==> src/rtl/sgl_bus_bridge_pkg.sv <==
// Shared types and helpers for the single-access MMIO bridge.
// Pure declarations and combinational helper functions, no latency.
// No flow control of its own.
package sgl_bus_bridge_pkg;

  typedef enum logic [2:0] {
    MEMC_NONE       = 3'd0,
    MEMC_READ_BYTE  = 3'd1,
    MEMC_READ_HALF  = 3'd2,
    MEMC_READ_WORD  = 3'd3,
    MEMC_WRITE_BYTE = 3'd4,
    MEMC_WRITE_HALF = 3'd5,
    MEMC_WRITE_WORD = 3'd6
  } memc_cmd_t;

  typedef enum logic [1:0] {
    BYTE = 2'd0,
    HALF = 2'd1,
    WORD = 2'd2
  } mem_size_t;

  typedef enum logic [1:0] {
    ST_IDLE = 2'd0,
    ST_REQ  = 2'd1,
    ST_RSP  = 2'd2,
    ST_DONE = 2'd3
  } bridge_state_t;

  function automatic mem_size_t cmd_size(memc_cmd_t cmd);
    case (cmd)
      MEMC_READ_BYTE, MEMC_WRITE_BYTE: return BYTE;
      MEMC_READ_HALF, MEMC_WRITE_HALF: return HALF;
      default:                         return WORD;
    endcase
  endfunction

  function automatic logic cmd_is_write(memc_cmd_t cmd);
    return (cmd == MEMC_WRITE_BYTE) || (cmd == MEMC_WRITE_HALF) ||
           (cmd == MEMC_WRITE_WORD);
  endfunction

  // Byte strobes for an access of the given size starting at lane off.
  function automatic logic [3:0] gen_strb(mem_size_t size, logic [1:0] off);
    case (size)
      BYTE:    return 4'b0001 << off;
      HALF:    return 4'b0011 << off;
      default: return 4'b1111;
    endcase
  endfunction

endpackage

==> src/rtl/sgl_bus_bridge_if.sv <==
// Device-side request/response bus: valid/ready request plus response channel.
// Wires only, no latency.
// Request side stalls on req_ready; the response channel is always accepted.
interface sgl_bus_bridge_if;
  logic        req_valid;
  logic        req_ready;
  logic        req_we;
  logic [31:0] req_addr;
  logic [31:0] req_wdata;
  logic [3:0]  req_strb;
  logic        rsp_valid;
  logic [31:0] rsp_data;
  logic        rsp_err;

  modport master (
    output req_valid, req_we, req_addr, req_wdata, req_strb,
    input  req_ready, rsp_valid, rsp_data, rsp_err
  );

  modport slave (
    input  req_valid, req_we, req_addr, req_wdata, req_strb,
    output req_ready, rsp_valid, rsp_data, rsp_err
  );
endinterface

==> src/rtl/sgl_lane_align.sv <==
// Lane handling: write strobes, misalignment detection, read shift and mask.
// Purely combinational, zero latency.
// No flow control.
module sgl_lane_align
  import sgl_bus_bridge_pkg::*;
(
  input  mem_size_t   acc_size,
  input  logic [1:0]  acc_off,
  output logic [3:0]  acc_strb,
  output logic        acc_misaligned,
  input  mem_size_t   rd_size,
  input  logic [1:0]  rd_off,
  input  logic [31:0] rd_word,
  output logic [31:0] rd_data
);

  logic [31:0] shifted;

  assign acc_strb = gen_strb(acc_size, acc_off);
  assign shifted  = rd_word >> {rd_off, 3'b000};

  // Halves must sit on even lanes and words on lane 0.
  always_comb begin
    acc_misaligned = 1'b0;
    case (acc_size)
      HALF:    acc_misaligned = acc_off[0];
      WORD:    acc_misaligned = (acc_off != 2'b00);
      default: acc_misaligned = 1'b0;
    endcase
  end

  // Right-align the addressed lanes and zero everything above the access size.
  always_comb begin
    rd_data = shifted;
    case (rd_size)
      BYTE:    rd_data = {24'h0, shifted[7:0]};
      HALF:    rd_data = {16'h0, shifted[15:0]};
      default: rd_data = shifted;
    endcase
  end

endmodule

==> src/rtl/sgl_bus_bridge.sv <==
// Runs one uncached byte/half/word command on the device bus, one in flight.
// Zero-wait bus: accept at cycle 0, request cycle 1, response cycle 2, result cycle 3.
// OUT_stall holds the source while busy; request waits on req_ready; timeout aborts.
module sgl_bus_bridge
  import sgl_bus_bridge_pkg::*;
#(
  parameter int unsigned TIMEOUT_CYCLES = 1024,
  parameter logic [31:0] ERR_RDATA      = 32'hFFFF_FFFF
) (
  input  logic             clk,
  input  logic             rst,
  input  memc_cmd_t        IN_cmd,
  input  logic [31:0]      IN_addr,
  input  logic [31:0]      IN_wdata,
  output logic             OUT_stall,
  output logic             OUT_ldValid,
  output logic [31:0]      OUT_ldData,
  output logic             OUT_stValid,
  output logic             OUT_err,
  sgl_bus_bridge_if.master bus
);

  localparam int unsigned CNT_W = (TIMEOUT_CYCLES > 1) ? $clog2(TIMEOUT_CYCLES) : 1;

  bridge_state_t    state;
  bridge_state_t    state_nxt;
  memc_cmd_t        cmd_q;
  logic [31:0]      addr_q;
  logic [31:0]      wdata_q;
  logic [3:0]       strb_q;
  logic             err_q;
  logic [31:0]      ld_data_q;
  logic [CNT_W-1:0] tmo_cnt;

  logic             accept;
  logic             tmo_hit;
  logic             wr_q;
  mem_size_t        in_size;
  mem_size_t        q_size;
  logic [3:0]       in_strb;
  logic             in_misaligned;
  logic [31:0]      rd_aligned;

  assign accept  = (state == ST_IDLE) && (IN_cmd != MEMC_NONE);
  assign in_size = cmd_size(IN_cmd);
  assign q_size  = cmd_size(cmd_q);
  assign wr_q    = cmd_is_write(cmd_q);

  // Expiry cycle: the counter reaches TIMEOUT_CYCLES-1 on this edge.
  assign tmo_hit = (TIMEOUT_CYCLES != 0) &&
                   ((32'(tmo_cnt) + 32'd1) >= (TIMEOUT_CYCLES - 32'd1));

  sgl_lane_align u_align (
    .acc_size       (in_size),
    .acc_off        (IN_addr[1:0]),
    .acc_strb       (in_strb),
    .acc_misaligned (in_misaligned),
    .rd_size        (q_size),
    .rd_off         (addr_q[1:0]),
    .rd_word        (bus.rsp_data),
    .rd_data        (rd_aligned)
  );

  // State register.
  always_ff @(posedge clk) begin
    if (rst) state <= ST_IDLE;
    else     state <= state_nxt;
  end

  // Sequencing; a handshake beats expiry in REQ, a response beats expiry in RSP.
  always_comb begin
    state_nxt = state;
    case (state)
      ST_IDLE: if (accept) state_nxt = in_misaligned ? ST_DONE : ST_REQ;
      ST_REQ: begin
        if (bus.req_ready)  state_nxt = ST_RSP;
        else if (tmo_hit)   state_nxt = ST_DONE;
      end
      ST_RSP:  if (bus.rsp_valid || tmo_hit) state_nxt = ST_DONE;
      default: state_nxt = ST_IDLE;
    endcase
  end

  // Command capture, timeout counting and result/error capture.
  always_ff @(posedge clk) begin
    if (rst) begin
      cmd_q     <= MEMC_NONE;
      addr_q    <= '0;
      wdata_q   <= '0;
      strb_q    <= '0;
      err_q     <= 1'b0;
      ld_data_q <= '0;
      tmo_cnt   <= '0;
    end else begin
      case (state)
        ST_IDLE: begin
          if (accept) begin
            cmd_q   <= IN_cmd;
            addr_q  <= IN_addr;
            wdata_q <= IN_wdata;
            strb_q  <= in_strb;
            err_q   <= in_misaligned;
            tmo_cnt <= '0;
            if (in_misaligned && !cmd_is_write(IN_cmd)) ld_data_q <= ERR_RDATA;
          end
        end
        ST_REQ: begin
          tmo_cnt <= tmo_cnt + CNT_W'(1);
          if (!bus.req_ready && tmo_hit) begin
            err_q <= 1'b1;
            if (!wr_q) ld_data_q <= ERR_RDATA;
          end
        end
        ST_RSP: begin
          tmo_cnt <= tmo_cnt + CNT_W'(1);
          if (bus.rsp_valid) begin
            err_q <= bus.rsp_err;
            if (!wr_q) ld_data_q <= bus.rsp_err ? ERR_RDATA : rd_aligned;
          end else if (tmo_hit) begin
            err_q <= 1'b1;
            if (!wr_q) ld_data_q <= ERR_RDATA;
          end
        end
        default: ;
      endcase
    end
  end

  // State-decoded outputs; completion pulses live only in DONE.
  always_comb begin
    OUT_stall     = (state != ST_IDLE);
    bus.req_valid = (state == ST_REQ);
    OUT_ldValid   = (state == ST_DONE) && !wr_q;
    OUT_stValid   = (state == ST_DONE) && wr_q;
    OUT_err       = (state == ST_DONE) && err_q;
  end

  assign bus.req_we    = wr_q;
  assign bus.req_addr  = {addr_q[31:2], 2'b00};
  assign bus.req_wdata = wdata_q;
  assign bus.req_strb  = wr_q ? strb_q : 4'b0000;
  assign OUT_ldData    = ld_data_q;

endmodule

==> src/flat_wrapper.sv <==
// flat-port wrapper written by rule: the top's interface ports become plain ports
module sgl_bus_bridge_flat import sgl_bus_bridge_pkg::*;
#(
  parameter int unsigned TIMEOUT_CYCLES = 1024,
  parameter logic [31:0] ERR_RDATA      = 32'hFFFF_FFFF
)
  (clk, rst, IN_cmd, IN_addr, IN_wdata, OUT_stall, OUT_ldValid, OUT_ldData, OUT_stValid, OUT_err, bus_req_valid, bus_req_we, bus_req_addr, bus_req_wdata, bus_req_strb, bus_req_ready, bus_rsp_valid, bus_rsp_data, bus_rsp_err);
  sgl_bus_bridge_if bus_i ();
  input  logic clk;
  input  logic rst;
  input  memc_cmd_t IN_cmd;
  input  logic [31:0] IN_addr;
  input  logic [31:0] IN_wdata;
  output logic OUT_stall;
  output logic OUT_ldValid;
  output logic [31:0] OUT_ldData;
  output logic OUT_stValid;
  output logic OUT_err;
  output wire logic [$bits(bus_i.req_valid)-1:0] bus_req_valid;
  output wire logic [$bits(bus_i.req_we)-1:0] bus_req_we;
  output wire logic [$bits(bus_i.req_addr)-1:0] bus_req_addr;
  output wire logic [$bits(bus_i.req_wdata)-1:0] bus_req_wdata;
  output wire logic [$bits(bus_i.req_strb)-1:0] bus_req_strb;
  input wire logic [$bits(bus_i.req_ready)-1:0] bus_req_ready;
  input wire logic [$bits(bus_i.rsp_valid)-1:0] bus_rsp_valid;
  input wire logic [$bits(bus_i.rsp_data)-1:0] bus_rsp_data;
  input wire logic [$bits(bus_i.rsp_err)-1:0] bus_rsp_err;
  assign bus_req_valid = bus_i.req_valid;
  assign bus_req_we = bus_i.req_we;
  assign bus_req_addr = bus_i.req_addr;
  assign bus_req_wdata = bus_i.req_wdata;
  assign bus_req_strb = bus_i.req_strb;
  assign bus_i.req_ready = bus_req_ready;
  assign bus_i.rsp_valid = bus_rsp_valid;
  assign bus_i.rsp_data = bus_rsp_data;
  assign bus_i.rsp_err = bus_rsp_err;
  sgl_bus_bridge #(.TIMEOUT_CYCLES(TIMEOUT_CYCLES), .ERR_RDATA(ERR_RDATA)) u_core (.clk(clk), .rst(rst), .IN_cmd(IN_cmd), .IN_addr(IN_addr), .IN_wdata(IN_wdata), .OUT_stall(OUT_stall), .OUT_ldValid(OUT_ldValid), .OUT_ldData(OUT_ldData), .OUT_stValid(OUT_stValid), .OUT_err(OUT_err), .bus(bus_i));
endmodule
==> config.mk <==
export PLATFORM = sky130hd
export DESIGN_NAME = sgl_bus_bridge_flat
export DESIGN_NICKNAME = d
export VERILOG_FILES = /design/src/rtl/sgl_bus_bridge_pkg.sv /design/src/rtl/sgl_bus_bridge_if.sv /design/src/rtl/sgl_lane_align.sv /design/src/rtl/sgl_bus_bridge.sv /design/src/flat_wrapper.sv
export SDC_FILE = /design/constraint.sdc
export NUM_CORES = 1
export LEC_CHECK = 0
export BUFFER_PORTS_ARGS = -buffer_cell sky130_fd_sc_hd__buf_2
export CAP_MARGIN = 5
export CELL_PAD_IN_SITES_DETAIL_PLACEMENT = 1
export CELL_PAD_IN_SITES_GLOBAL_PLACEMENT = 2
export CORE_UTILIZATION = 28
export CTS_CLUSTER_SIZE = 28
export DETAILED_ROUTE_END_ITERATION = 10
export GPL_TIMING_DRIVEN = 0
export PLACE_DENSITY_LB_ADDON = 0.1
export SYNTH_ARGS = -nofsm -noshare
export SYNTH_HDL_FRONTEND = slang
export SYNTH_HIERARCHICAL = 1
export SYNTH_SLANG_ARGS = --single-unit
==> constraint.sdc <==
create_clock -name clk -period 3.4 [get_ports clk]
set_clock_uncertainty 0.15 [all_clocks]
set_input_delay 0.68 -clock clk [delete_from_list [all_inputs] [get_ports clk]]
set_output_delay 0.68 -clock clk [all_outputs]
set_load 0.05 [all_outputs]
======== Word level (Yosys, flattened, before mapping) ========
Cells that the tools add are included.
word-level totals
  register bits ........................... 116
  input bits .............................. 104
operators by class
  add/sub/neg operators ................... 2
  $lt $le $gt $ge ......................... 1
  eq/ne operators ......................... 23
  shifts and indexed selects .............. 3
  multiplexer cells ....................... 28
  reductions and logical operators ........ 32
operator list
  operator                                               number
  two-way mux 32 bit                                     8
  case mux 32 bit (3 select lines)                       1
  case mux 32 bit (2 select lines)                       1
  >= comparator 32 x 10 -> 1 bit, second input constant  1
  >> shifter 32 x 5 -> 32 bit                            1
  case mux 10 bit (2 select lines)                       1
  equality test 3 bit, second input constant             6
  adder 10 x 1 -> 11 bit, second input constant          1
  adder 10 x 1 -> 10 bit, second input constant          1
  two-way mux 10 bit                                     1
  two-way mux 2 bit                                      5
  OR reduction 2 bit                                     5
  case mux 2 bit (2 select lines)                        2
  case mux 4 bit (2 select lines)                        1
  equality test 2 x 1 -> 1 bit, second input constant    3
  equality test 2 bit, second input constant             3
  equality test 3 x 1 -> 1 bit, second input constant    2
  equality test 3 x 2 -> 1 bit, second input constant    2
  logical AND 1 bit                                      6
  logical NOT 2 bit                                      3
  inequality test 2 x 1 -> 1 bit, second input constant  3
  case mux 2 bit (3 select lines)                        1
  AND reduction 6 bit                                    1
  nonzero test 2 bit                                     3
  other kinds (16)                                       27

======== Longest topological paths before layout ========
  depth in word-level cells ............... 9
  mapped depth ............................ 12

======== Hierarchy ========
Netlist, hierarchy kept.
modules (own cells, without submodules)
  module          times used  cells each  area each (µm²)  seq. area each (µm²)
  sgl_bus_bridge  1           661         5248.8           2322.2
  sgl_lane_align  1           92          824.5            0.0

======== Worst setup path before layout ========
OpenSTA, ideal clock, no wires.
  path kind ............................... input port to flip-flop
  start ................................... input port IN_cmd[0]
  end ..................................... register u_core.ld_data_q[22] (netlist: u_core/OUT_ldData[22])
  library setup time ...................... 0.078 ns
  arrival time ............................ 2.741 ns
  slack ................................... 0.431 ns
  cell stages on the path ................. 11
  cells stage by stage .................... nor3_1 nand2b_1 inv_1 ha_1 a21boi_0 a21boi_0 o2bb2ai_1 or4_1 clkbuf_2 buf_6 a32oi_1
between the ends
  word-level cells in the longest chain between the ends .. 8
  elaborated cells between the ends (all ways) .. 20
  classes of those cells .................. eq/ne (9); mux (2); reduce/logical (9)
ends and longest elaborated chain
  element                                                              RTL line                  text
  start: declaration                                                   flat_wrapper.sv:11        input memc_cmd_t IN_cmd;
  equality test 3 x 2 -> 1 bit, or another cell as far along           sgl_bus_bridge_pkg.sv:30  case (cmd)
  OR reduction 2 bit                                                   sgl_bus_bridge_pkg.sv:30
  case mux 2 bit (2 select lines) *                                    sgl_bus_bridge_pkg.sv:30
  net u_core.in_size[1]                                                sgl_bus_bridge.sv:38      mem_size_t in_size;
  equality test 2 bit or equality test 2 x 1 -> 1 bit (tied branches)  sgl_lane_align.sv:25      case (acc_size)
  case mux 1 bit (2 select lines) *                                    sgl_lane_align.sv:25
  net u_core.in_misaligned                                             sgl_bus_bridge.sv:41      logic in_misaligned;
  logical AND 1 bit *                                                  sgl_bus_bridge.sv:104     if (in_misaligned && !cmd_is_write(IN_cmd)) ld_data_q <= ERR_RDATA;
  inequality test 2 bit (no source line) *                             -
  AND reduction 6 bit (no source line) *                               -
  end signal: assignment                                               sgl_bus_bridge.sv:118     if (!wr_q) ld_data_q <= bus.rsp_err ? ERR_RDATA : rd_aligned;
  end: declaration                                                     sgl_bus_bridge.sv:32      logic [31:0] ld_data_q;
Mark *: on every way through the listed nets, which the timed path passes. The rest lies on a longest branch.
A chain may end at the register's enable or synchronous reset.

======== Final worst setup path ========
  start ................................... input port IN_cmd[0]
  end ..................................... register u_core.ld_data_q[5] (netlist: u_core/OUT_ldData[5])
The elaborated chain is that of the path after synthesis.

==> metrics.cfg <==
[clocking]
cts_buffer_depth=2
cts_tree=built
clk_pin_slew_ps=70
root_buffer=clkbuf_16
h-tree-depth=4
cts_sinks=116
insertion_delay_ps=410
cts.hold.buffers_added=0
cts_buffers=17

[yosys]
synth-main-ff-cell=dfxtp_1
synth_commonest_cells=146 x nand2_1, 116 x dfxtp_1, 84 x a21oi_1, 78 x o21ai_0, 44 x nand2b_1
synth_area_leader_cell=dfxtp_1
ys_top_cells_by_area=dfxtp_1 38%, nand2_1 9.0%, a21oi_1 6.9%
synth_area_um2=6073
ys_ff_latch=116
synth_cell_type_count=61
yosysMostFrequentCell=nand2_1
synth_cells=753
avgSynthCellArea_um2=8.066
synth-async-reset-ratio=0
yosysWarnings=6
yosysSeqAreaShare=0.3824
synth_edf_count=0
synth_top_area_frac=0.3824

[floorplan]
die_x_um=149.3
ios=210
die_h_um=149.3
rows=53
die_area_um2=22280
initial_core_util=0.2871
core_area_um2=21150

[hold_path]
worstHoldStart=u_core/bus.req_wdata[10]
hold_path.class=reg2reg

[finish]
drive_gt1_frac=0.3175
nets=1093
final_util=0.3806
area_growth_pct=32.55

[critical_path]
path_delay_family=simple AND/OR/NAND/NOR gates
crit_arrival_ps=3280
cp-startpoint=IN_cmd[0]
timing.rr.start=u_core/state[0]
crit_chain=buf_2 > nor3_1 > nand2b_1 > inv_1 > ha_1 > a21boi_1 > a21boi_0 > o2bb2ai_1 > or4_1 > clkbuf_2 > buf_6 > a32oi_1
cp_max_fo=10
crit_buf_inv=4
cp_slowest_stage_delay_ps=410
required_ps=3580
startpoint_type=input pin
end_kind=flip-flop
cp_slowest_cell=or4_1
crit_type=in2reg

[place]
gp_congestion=0.7970
detailed_place_hpwl_um=15970
portBuffers=206

[power]
power_frac_seq=0.252
finalPower_mw=7.942
irDropWorstVdd_mv=0.3439
switchingPower_mw=3.943
power.density_nw_per_um2=986.6
comb_power_share=0.520
p_leak_nw=3.511
power.internal_mw=4.000
swShare=0.4964
p_clk_frac=0.227

[route]
drt_wl_total_um=20850
wire_per_inst_um=16.45
final_antenna_net_count=0
drc=0
first_pass_iters=4
drtIter0Drc=212
vias=5971
detail_route.vias_per_cell=4.709

[global_routing]
grt_overflow_total=0
grt_usage=0.1899
antenna_found_initial=4
grt_max_degree=17
grt_pass1_vias=6037
grt_pass1_wl_um=32470

[timing]
rsz0062_at_grt=false
fin_crit_sh=0.9118
finalSetupViolCount=0
min_period_ps=3100
hold_violations=0
relSlewSlack=0.5648
slew_violations=0
worst_pin_slew_ps=652.8
clock.fmax_mhz=322.6
fin_setup_tns_ps=0

[run_status]
status=finished clean

[flow_run]
max-cap-violations=0

[registers in the layout, summed over array words and instances (netlist names)]
signal / cells
u_core/strb_q: 4
u_core/cmd_q: 3
u_core/addr_q: 32
u_core/OUT_ldData: 32
u_core/state: 2
u_core/bus.req_wdata: 32
u_core/err_q: 1
u_core/tmo_cnt: 10
[final cells by class]
| type | count | area (µm²) |
|---|---|---|
| Sequential cell | 116 | 2322 |
| Antenna cell | 1 | 2.502 |
| Buffer | 91 | 550.5 |
| Timing Repair Buffer | 206 | 1031 |
| Inverter | 10 | 37.54 |
| Multi-Input combinational cell | 537 | 3174 |
| Clock inverter | 15 | 162.7 |
| Tap cell | 275 | 344.1 |
| Clock buffer | 17 | 425.4 |
| Fill cell | 2637 | 13100 |
[logic make-up (layout without fill, tap and decap cells)]
kind of cell    Yosys count  in the layout  synth area share
compound gates          231            231            0.2371
xor+xnor                  2              2          0.002885
fa+ha+maj                10             10           0.02060
buf+inv                 101            339           0.09642
flops                   116            116            0.3824
mux                      17             17           0.04388
other cells               1              3         0.0006175
simple gates            275            275            0.2161
[placed cells by master (no fill, tap or decap), types with 11 or more instances in the layout]
cell	Yosys	layout
o21ai_0	78	78
buf_2	4	210
nand2b_1	44	44
a21oi_1	84	84
buf_4	33	33
nand2_1	146	146
a32oi_1	31	31
and2_1	11	11
dfxtp_1	116	116
clkbuf_1	43	41
clkbuf_16	0	17
nor2_1	27	27
[through the flow]
step                      std cells  setup slack, ps  hold slack, ps  instance area (µm²)
after floorplan                 754            431.5           281.9                 6077
after global placement         1235           -476.3           288.1                 7452
after global routing           1267            3.448           313.9                 8048
final                          1268            300.0           301.7                 8050
after CTS                      1267            163.6           305.8                 8045
after detailed placement       1235           -439.7           296.0                 7452
[worst reg2reg max path, stage by stage (launching register included)]
cell and delay, ps:
dfxtp_1 360, inv_1 110, ha_1 150, clkbuf_1 320, inv_1 160, nor2_1 400
clkbuf_1 450, buf_1 470, nand2_1 130, a21oi_1 150
[power groups by stage]
stage	Sequential (mW)	Combinational, mW	Clock, mW
detailed placement	2.04	4.17	0
finish	2.00	4.13	1.80
global placement	2.03	4.16	0
floorplan	2.80	2.28	0
global route	2.06	4.50	1.93
CTS	2.01	4.19	1.86
[per-layer routing]
layer  up-vias  global-route usage  wire length [µm]
met1      2764              0.2384              9683
met4         6             0.04694               170
met2       134              0.3044              9466
li1       3047                   -                 -
met3        20             0.07187              1500
met5         -                   0                34
[worst paths after layout]
| path | cells past startpoint | to | slack [ps] |
|---|---|---|---|
| setup reg to reg | 9 | u_core/addr_q[10] | 490 |
| hold reg to reg | 2 | u_core/bus.req_wdata[10] | 300 |
| hold / removal | 2 | u_core/bus.req_wdata[10] | 300 |
| setup / recovery | 12 | u_core/OUT_ldData[5] | 300 |
[repair_timing]
action,CTS,global route
resized for setup,1,5
setup endpoints to repair,13,30
buffers inserted,0,0
No activity file was read; power rests on OpenSTA's default activity.
